`config.mk`:
```
export PLATFORM = sky130hd
export DESIGN_NAME = mbist_march_engine
export DESIGN_NICKNAME = d
export VERILOG_FILES = /design/src/rtl/mbist_march_engine.sv
export SDC_FILE = /design/constraint.sdc
export NUM_CORES = 1
export LEC_CHECK = 0
export CORE_MARGIN = 2
export CORE_UTILIZATION = 45
export CTS_CLUSTER_SIZE = 40
export DETAILED_ROUTE_END_ITERATION = 6
export GPL_ROUTABILITY_DRIVEN = 0
export PLACE_DENSITY = 0.88
export SYNTH_ARGS = -nofsm -noshare
export SYNTH_HDL_FRONTEND = slang
export SYNTH_SLANG_ARGS = --single-unit
```
`constraint.sdc`:
```
create_clock -name clk -period 3.07 [get_ports clk]
set_clock_uncertainty 0.1 [all_clocks]
set_input_delay 0.4605 -clock clk [delete_from_list [all_inputs] [get_ports clk]]
set_output_delay 0.4605 -clock clk [all_outputs]
set_load 0.05 [all_outputs]
```
`src/rtl/mbist_march_engine.sv`:
```
// mbist_march_engine
//   March-test MBIST engine sitting between the CPU memory port and a
//   single-port synchronous-read RAM. In test mode it runs MATS+ or March C-
//   with a solid or checkerboard background. It logs the first failing
//   address, the first failing syndrome and a saturating fail count. In
//   functional mode the CPU drives the RAM through a zero-latency mux.
//
// Parameters: addr_w (address width, N = 2**addr_w words), data_w (word
//   width, even), cnt_w (fail counter width).
// Ports:
//   clk, rst                 rising-edge clock, synchronous active-high reset
//   test_mode                1 = engine owns the memory port, 0 = CPU bypass
//   start, alg_sel, bg_sel   run request; alg 0=MATS+ 1=March C-;
//                            bg 0=solid 1=checkerboard
//   done, fail, fail_addr, fail_bits, fail_cnt   result registers
//   cpu_rd, cpu_wr, cpu_addr, cpu_din            CPU-side memory port
//   read, write, address, din                    RAM-side strobes/addr/data
//   mem_dout, dout           RAM read data (valid one cycle after read),
//                            passed straight to the CPU
//   fsm_state                engine state (IDLE=0 RUN=1 DRAIN=2 DONE=3)
// Handshake: start is a level sampled on each rising edge while the engine
//   is in IDLE or DONE with test_mode=1; it is ignored in RUN and DRAIN.
//   done stays high until the next accepted start or reset.
module mbist_march_engine #(
    parameter int addr_w = 3,
    parameter int data_w = 8,
    parameter int cnt_w  = 4
) (
    input  logic              clk,
    input  logic              rst,
    input  logic              test_mode,
    input  logic              start,
    input  logic              alg_sel,
    input  logic              bg_sel,
    output logic              done,
    output logic              fail,
    output logic [addr_w-1:0] fail_addr,
    output logic [data_w-1:0] fail_bits,
    output logic [cnt_w-1:0]  fail_cnt,
    input  logic              cpu_rd,
    input  logic              cpu_wr,
    input  logic [addr_w-1:0] cpu_addr,
    input  logic [data_w-1:0] cpu_din,
    output logic              read,
    output logic              write,
    output logic [addr_w-1:0] address,
    output logic [data_w-1:0] din,
    input  logic [data_w-1:0] mem_dout,
    output logic [data_w-1:0] dout,
    output logic [1:0]        fsm_state
);

    typedef enum logic [1:0] {IDLE = 2'd0, RUN = 2'd1, DRAIN = 2'd2, DONE = 2'd3} state_t;

    // Op encoding: {is_write, value}; value 0 -> P0 background, 1 -> P1.
    localparam logic [1:0] R0 = 2'b00, R1 = 2'b01, W0 = 2'b10, W1 = 2'b11;

    typedef struct packed {
        logic       last;  // final element of the algorithm
        logic       down;  // address order N-1 -> 0
        logic       two;   // element has two ops per address
        logic [1:0] op0;
        logic [1:0] op1;
    } elem_t;

    localparam logic [addr_w-1:0] addr_one = {{(addr_w-1){1'b0}}, 1'b1};
    localparam logic [cnt_w-1:0]  cnt_one  = {{(cnt_w-1){1'b0}}, 1'b1};

    function automatic elem_t elem_desc(input logic alg, input logic [2:0] idx);
        elem_t e;
        e = '{last: 1'b1, down: 1'b0, two: 1'b0, op0: R0, op1: R0};
        if (!alg) begin
            case (idx)
                3'd0:    e = '{last: 1'b0, down: 1'b0, two: 1'b0, op0: W0, op1: W0};
                3'd1:    e = '{last: 1'b0, down: 1'b0, two: 1'b1, op0: R0, op1: W1};
                default: e = '{last: 1'b1, down: 1'b1, two: 1'b1, op0: R1, op1: W0};
            endcase
        end else begin
            case (idx)
                3'd0:    e = '{last: 1'b0, down: 1'b0, two: 1'b0, op0: W0, op1: W0};
                3'd1:    e = '{last: 1'b0, down: 1'b0, two: 1'b1, op0: R0, op1: W1};
                3'd2:    e = '{last: 1'b0, down: 1'b0, two: 1'b1, op0: R1, op1: W0};
                3'd3:    e = '{last: 1'b0, down: 1'b1, two: 1'b1, op0: R0, op1: W1};
                3'd4:    e = '{last: 1'b0, down: 1'b1, two: 1'b1, op0: R1, op1: W0};
                default: e = '{last: 1'b1, down: 1'b0, two: 1'b0, op0: R0, op1: R0};
            endcase
        end
        return e;
    endfunction

    // P0 is 0 for solid; checkerboard alternates 01.. / 10.. by address parity.
    function automatic logic [data_w-1:0] bg_pat(input logic bg, input logic [addr_w-1:0] a,
                                                  input logic val);
        logic [data_w-1:0] p0;
        p0 = '0;
        if (bg) p0 = a[0] ? {(data_w/2){2'b10}} : {(data_w/2){2'b01}};
        return val ? ~p0 : p0;
    endfunction

    state_t            state, state_nxt;
    logic              alg_q, bg_q;
    logic [2:0]        elem_q;
    logic              op_q;
    logic [addr_w-1:0] addr_q;
    elem_t             cur;
    logic [1:0]        cur_op;
    logic              op_last, addr_end, run_last, nxt_down, start_run;
    logic              rd_pend;
    logic [addr_w-1:0] rd_addr;
    logic [data_w-1:0] rd_exp;
    logic [data_w-1:0] syndrome;
    logic              miscompare;
    logic              bist_rd, bist_wr;

    always_comb begin
        cur      = elem_desc(alg_q, elem_q);
        cur_op   = op_q ? cur.op1 : cur.op0;
        op_last  = !cur.two || op_q;
        addr_end = cur.down ? (addr_q == '0) : (addr_q == '1);
        run_last = op_last && addr_end && cur.last;
        // Direction of the element that follows elem_q, so the address
        // counter can be loaded with its start value without an idle cycle.
        nxt_down = alg_q ? (elem_q == 3'd2 || elem_q == 3'd3) : (elem_q == 3'd1);
    end

    assign start_run = (state == IDLE || state == DONE) && test_mode && start;

    always_comb begin
        state_nxt = state;
        case (state)
            IDLE:    if (start_run) state_nxt = RUN;
            RUN:     if (!test_mode) state_nxt = IDLE;
                     else if (run_last) state_nxt = DRAIN;
            DRAIN:   state_nxt = test_mode ? DONE : IDLE;
            DONE:    if (start_run) state_nxt = RUN;
            default: state_nxt = IDLE;
        endcase
    end

    always_ff @(posedge clk) begin
        if (rst) state <= IDLE;
        else     state <= state_nxt;
    end

    // Sequencer: element index, op-within-address index, address counter.
    always_ff @(posedge clk) begin
        if (rst) begin
            alg_q  <= 1'b0;
            bg_q   <= 1'b0;
            elem_q <= '0;
            op_q   <= 1'b0;
            addr_q <= '0;
        end else if (start_run) begin
            alg_q  <= alg_sel;
            bg_q   <= bg_sel;
            elem_q <= '0;
            op_q   <= 1'b0;
            addr_q <= '0;
        end else if (state == RUN && test_mode) begin
            if (!op_last) begin
                op_q <= 1'b1;
            end else begin
                op_q <= 1'b0;
                if (addr_end) begin
                    elem_q <= elem_q + 3'd1;
                    addr_q <= nxt_down ? '1 : '0;
                end else begin
                    addr_q <= cur.down ? addr_q - addr_one : addr_q + addr_one;
                end
            end
        end
    end

    assign bist_rd = (state == RUN) && !cur_op[1];
    assign bist_wr = (state == RUN) && cur_op[1];

    // One-stage compare pipeline: read address and expected word follow the
    // read into the cycle in which mem_dout is valid.
    always_ff @(posedge clk) begin
        if (rst) begin
            rd_pend <= 1'b0;
            rd_addr <= '0;
            rd_exp  <= '0;
        end else begin
            rd_pend <= bist_rd && test_mode;
            rd_addr <= addr_q;
            rd_exp  <= bg_pat(bg_q, addr_q, cur_op[0]);
        end
    end

    assign syndrome   = mem_dout ^ rd_exp;
    assign miscompare = rd_pend && test_mode && (state == RUN || state == DRAIN) && (|syndrome);

    always_ff @(posedge clk) begin
        if (rst || start_run) begin
            fail      <= 1'b0;
            fail_addr <= '0;
            fail_bits <= '0;
            fail_cnt  <= '0;
        end else if (miscompare) begin
            if (fail_cnt != '1) fail_cnt <= fail_cnt + cnt_one;
            if (!fail) begin
                fail      <= 1'b1;
                fail_addr <= rd_addr;
                fail_bits <= syndrome;
            end
        end
    end

    always_comb begin
        read    = cpu_rd;
        write   = cpu_wr;
        address = cpu_addr;
        din     = cpu_din;
        if (test_mode) begin
            read    = bist_rd;
            write   = bist_wr;
            address = addr_q;
            din     = bg_pat(bg_q, addr_q, cur_op[0]);
        end
    end

    assign dout      = mem_dout;
    assign done      = (state == DONE);
    assign fsm_state = state;

endmodule

```
==> metrics.yaml, run 1 <==
finalNetCount: 329
worstHoldPathType: "flip-flop to flip-flop"
grt_max_degree: 29
detailed_place_hpwl_um: 3670
synth_async_sr_flop_share_pct: 0
die_w_um: 71.8
rows: 24
slew_headroom_pct: 38.3
start_util_pct: 47.1
antenna_found_initial: 0
critPathArrivalTime_ns: 2.36
drive_gt1_share_pct: 16.1
p_per_area_nw_per_um2: 455
synth_area_sq_um: 2070
worst_pin_slew_ns: 0.922
drt-initial-drc-count: 81
avgSynthCellArea_sq_um: 8.75
setup_viol: 0
outcome: "finished, final reports clean"
crit_required_ns: 2.51
cts.clk_slew.worst_paths_ns: 0.07
finish.utilization_pct: 65.8
grt_use_total_pct: 20.2
die_y_um: 71.8
grt_pass1_wl_um: 8220
slew_violations: 0
period_needed_ns: 2.92
num_vias: 1913
syn-num-nets: 274
routed_wl_um: 4910
regArea_sq_um: 661
n_antenna_cell: 0
final_cell_mix: "53 x clkdlybuf4s50_1, 34 x nor2_1, 33 x dfxtp_1"
synth_top_area_cell: "dfxtp_1"
cts_tree: "done"
root_buffer: "clkbuf_8"
synth_cell_types: 55
wire_per_inst_um: 14.3
dieArea_sq_um: 5150
cts_buffer_depth: 2
peakVddDrop_uv: 312
postRouteAntennaNets: 0
synth_edf_count: 0
grt_pass1_vias: 1836
clk_latency_ns: 0.29
finalHoldViolations: 0
syn_inst: 236
mostFrequentLayoutCell: "clkdlybuf4s50_1"
cts_setup_buffers: 0
io_pins: 67
clock.fmax_mhz: 343
yosys-top-cells-area: "dfxtp_1 32%, nor2_1 6.2%, ha_1 6.1%"
ys.flop_type: "dfxtp_1"
core_sq_um: 4380
period_share_pct: 95.1
drv_cap: 0
portBuffers: 66
yosysTopAreaCellShare_pct: 32.0
cts_buffers: 5
cp-start-kind: "flip-flop"
grt-ovfl-total: 0
yosysWarnings: 0
drc_errors: 0
place_area_sq_um: 2780
cp_max_fo: 8
hold_depth: 2
design_area_sq_um: 2880
clkSinkCount: 33
cts_hold_buf: 0
path_class: "flip-flop to output pin"
reg2reg_depth: 7
htreeDepth: 2
via_per_inst: 5.56
syn_to_final_growth_pct: 39.6
leakage_nw: 1.07
seq_area_frac_synth_pct: 32.0
nFillCells: 378
multi_input_area_sq_um: 1240
critPathCaptureType: "output pin"
dr.pass1.iters: 4
ys_ff_latch: 33
rsz0062_at_grt: "true"
-- per-stage QoR --
stage	power [mW]	worst slack (ns)	cells	setup TNS, ns	hold slack (ns)
after floorplan	0.782	0.343	236	0	0.340
after global placement	0.955	0.483	336	0	0.344
after detailed placement	0.965	0.359	336	0	0.357
after CTS	1.32	0.142	344	0	0.372
after global routing	1.38	-0.0678	344	-0.457	0.391
final	1.31	0.151	344	0	0.368
-- cells by family after synthesis --
kind of cell,count (synthesis),synth area share (%)
simple gates,76,18.4
mux,14,7.09
xor+xnor,11,4.66
flops,33,32.0
fa+ha+maj,11,7.03
buf+inv,31,8.36
compound gates,60,22.5
-- state kept, by name, summed over array words and instances, names as in the netlist --
name and cells:
alg_q 1, fail_bits 8, elem_q 3, addr_q 3, rd_pend 1, fail 1
fail_cnt 4, fail_addr 3, fsm_state 2, rd_addr 3, op_q 1, bg_q 1
rd_exp 2
-- report_power, final --
| part | leakage (nW) | internal [mW] | total (mW) | switching, mW |
|---|---|---|---|---|
| clock network | 0.0542 | 0.202 | 0.359 | 0.156 |
| logic | 0.750 | 0.201 | 0.467 | 0.266 |
| registers | 0.266 | 0.449 | 0.487 | 0.0375 |
| total | 1.07 | 0.853 | 1.31 | 0.460 |
-- layer usage --
layer	vias up	GRT usage [%]	part of all wire [%]
li1	945	-	-
met1	886	22.9	40
met2	75	35.3	50
met3	7	6.61	7.9
met4	0	7.55	1.6
met5	-	0	0
-- path summary, 6_finish.rpt --
check	startpoint	end	slack (ns)
worst max-delay path	elem_q[1]	din[1]	0.15
worst min-delay path	rd_addr[1]	fail_addr[1]	0.37
worst max register to register	alg_q	addr_q[2]	0.44
worst min register to register	rd_addr[1]	fail_addr[1]	0.37
-- cell type report --
cell class                      instances  area share, %
Clock inverter                          1          0.174
Tap cell                               52           2.26
Clock buffer                            7           3.34
Multi-Input combinational cell        172           43.0
Sequential cell                        33           22.9
Timing Repair Buffer                   70           27.2
Inverter                                9           1.17
-- Yosys cell counts, types with 2 or more instances --
library cell and number:
a211oi_1 4, a211oi_2 7, a21o_1 2, a21oi_1 18
a31oi_1 3, and3_1 2, buf_2 3, buf_4 10
buf_6 2, clkbuf_1 6, dfxtp_1 33, ha_1 10
inv_1 8, mux2_2 5, mux2i_1 9, nand2_1 10
nand2b_1 3, nand3_1 4, nand3b_1 3, nand4_1 2
nor2_1 34, nor2b_1 5, nor4_1 2, o21ai_0 9
or3_1 2, or4_4 2, xnor2_1 8, xor2_1 3
-- critical path, stage by stage, from the launching register on --
cell	delay (ns)
dfxtp_1	0.46
inv_1	0.13
ha_1	0.22
nand3b_1	0.24
o21ai_0	0.13
a21oi_1	0.13
xor2_1	0.40
a21oi_1	0.18
buf_12	0.18
-- repair_timing --
action	CTS	global route
resized for setup	0	1
endpoints found under the hold margin	0	0
setup endpoints to repair	0	9
No activity file was read; power rests on OpenSTA's default activity.
==> run 2: changes to the inputs <==
PLACE_DENSITY = 0.78   (was 0.88)
==> metrics.yaml, run 2 (same netlist as run 1, synthesis figures left out) <==
outcome: "finished, final reports clean"  # unchanged
gr-usage-met3_pct: 7.31  # was 6.61%
mostFrequentLayoutCell: "clkdlybuf4s50_1"  # unchanged
path_class: "flip-flop to output pin"  # unchanged
setup_viol: 0  # unchanged
dieArea_sq_um: 5150  # unchanged
slew_headroom_pct: 42.4  # was 38.3%
place_area_sq_um: 2770  # was 2780 sq um
grt_use_total_pct: 18.9  # was 20.2%
detailed_place_hpwl_um: 3570  # was 3670 um
slew_violations: 0  # unchanged
clkSinkCount: 33  # unchanged
critPathArrivalTime_ns: 2.38  # was 2.36 ns
finalNetCount: 328  # was 329
finish.utilization_pct: 66.4  # was 65.8%
final_cell_mix: "53 x clkdlybuf4s50_1, 34 x nor2_1, 32 x dfxtp_1"  # was 53 x clkdlybuf4s50_1, 34 x nor2_1, 33 x dfxtp_1
reg2reg_depth: 7  # unchanged
syn_to_final_growth_pct: 40.8  # was 39.6%
rrSetupSlack_ns: 0.44  # about the same
grt_pass1_vias: 1690  # was 1836
start_util_pct: 47.1  # unchanged
antenna_found_initial: 0  # unchanged
setup_slack_ns: 0.131  # was 0.151 ns
grt-busiest-layer: "met2"  # unchanged
rows: 24  # unchanged
cp_max_fo: 11  # was 8
grtUsageMet2_pct: 31.1  # was 35.3%
hold_end: "fail_addr[0]"  # was fail_addr[1]
period_needed_ns: 2.94  # was 2.92 ns
crit_chain: "inv_2 > ha_1 > a221oi_1 > a21oi_2 > xor2_2 > a21oi_1 > buf_12"  # was inv_1 > ha_1 > nand3b_1 > o21ai_0 > a21oi_1 > xor2_1 > a21oi_1 > buf_12
die_w_um: 71.8  # unchanged
p_per_area_nw_per_um2: 473  # was 455 nW/um^2
cts_buffer_depth: 2  # unchanged
min-delay-start: "rd_addr[0]"  # was rd_addr[1]
cp-start-kind: "flip-flop"  # unchanged
grt-ovfl-total: 0  # unchanged
crit_required_ns: 2.51  # about the same
worstReg2RegEnd: "addr_q[2]"  # unchanged
clock.fmax_mhz: 340  # was 343 MHz
nFillCells: 359  # was 378
r2r_start: "alg_q"  # unchanged
wire_per_inst_um: 13.4  # was 14.3 um
use_met1_pct: 22.3  # was 22.9%
worstHoldPathType: "flip-flop to flip-flop"  # unchanged
worst_path_max_delay_cell: "dfxtp_1"  # unchanged
leakage_nw: 1.07  # about the same
clk_latency_ns: 0.29  # about the same
fin_hold_ws_ns: 0.377  # was 0.368 ns
io_pins: 67  # unchanged
drc_errors: 0  # unchanged
peakVddDrop_uv: 283  # was 312 uV
drv_cap: 0  # unchanged
place_ws_ns: 0.388  # was 0.359 ns
reg_top3: "fail_bits x8, fail_cnt x4"  # unchanged
top_register: "fail_bits"  # unchanged
grt_pass1_wl_um: 7580  # was 8220 um
n_antenna_cell: 0  # unchanged
cts_buffers: 5  # unchanged
period_share_pct: 95.7  # was 95.1%
hold_depth: 2  # unchanged
cts.clk_slew.worst_paths_ns: 0.07  # about the same
max_stage_delay_ns: 0.58  # was 0.46 ns
postRouteAntennaNets: 0  # unchanged
design_area_sq_um: 2910  # was 2880 sq um
cts_tree: "done"  # unchanged
num_vias: 1871  # was 1913
routed_wl_um: 4600  # was 4910 um
htreeDepth: 2  # unchanged
largest_reg_flops: 8  # unchanged
dr.pass1.iters: 4  # unchanged
critPathCaptureType: "output pin"  # unchanged
finalHoldViolations: 0  # unchanged
drt-initial-drc-count: 76  # was 81
grt_max_degree: 24  # was 29
die_y_um: 71.8  # unchanged
portBuffers: 66  # unchanged
via_per_inst: 5.45  # was 5.56
core_sq_um: 4380  # unchanged
root_buffer: "clkbuf_8"  # unchanged
drive_gt1_share_pct: 17.2  # was 16.1%
worst_pin_slew_ns: 0.862  # was 0.922 ns
==> run 2: cell types whose count changed in the layout (fill, tap and decap cells not counted), sizes merged <==
cell,change
buf,-1
bufinv,+1
clkinvlp,+1
clkbuf,-2
==> run 2: where the power goes <==
group | total [mW] | switching, mW | internal [mW]
clock | 0.417 | 0.175 | 0.243
sequential | 0.484 | 0.0351 | 0.449
combinational | 0.474 | 0.269 | 0.205
==> run 2: timing repair <==
| action | CTS | global route |
|---|---|---|
| setup buffers | 0 | 0 |
| hold buffers | 0 | 0 |
| setup endpoints to repair | 0 | 9 |
| gates resized for setup | 0 | 5 |
==> run 2: layout make-up <==
cell class	instances	area, sq um	area share, %
flip-flops and latches	33	662	22.8
well taps	52	65.1	2.24
clock buffers	5	68.8	2.37
multi-input cells	172	1260	43.2
clock inverters	3	46.3	1.59
repair buffers	69	776	26.7
inverters	9	33.8	1.16
==> run 2: critical path: cells and delay by family, from the launching register on <==
kind            cells  cell delay, ns
buf+inv             2            0.27
flops               1            0.58
xor+xnor            1            0.23
fa+ha+maj           1            0.21
compound gates      3            0.79
==> run 2: stage by stage <==
| step | instances | power [mW] | TNS [ns] |
|---|---|---|---|
| 5_1_grt | 343 | 1.44 | -0.358 |
| 6_report | 343 | 1.38 | 0 |
| 4_1_cts | 343 | 1.38 | 0 |
| 3_3_place_gp | 335 | 0.960 | 0 |
| 2_1_floorplan | 236 | 0.782 | 0 |
| 3_5_place_dp | 335 | 0.963 | 0 |
==> run 2: layer usage <==
| metal | wire length, um | vias to the layer above |
|---|---|---|
| met1 | 1930 | 847 |
| met4 | 92 | 0 |
| li1 | - | 938 |
| met3 | 425 | 11 |
| met5 | 0 | - |
| met2 | 2160 | 75 |
==> run 2: how the worst max path moves through the flow <==
stage | startpoint | to | slack, ns | cells past startpoint
final | elem_q[2] | din[5] | 0.13 | 7
after global routing | elem_q[2] | din[1] | -0.1 | 7
after CTS | elem_q[1] | din[5] | 0.04 | 8
after detailed placement | elem_q[1] | din[5] | 0.39 | 8
after global placement | elem_q[1] | din[3] | 0.41 | 8
after floorplan | elem_q[1] | din[1] | 0.34 | 7
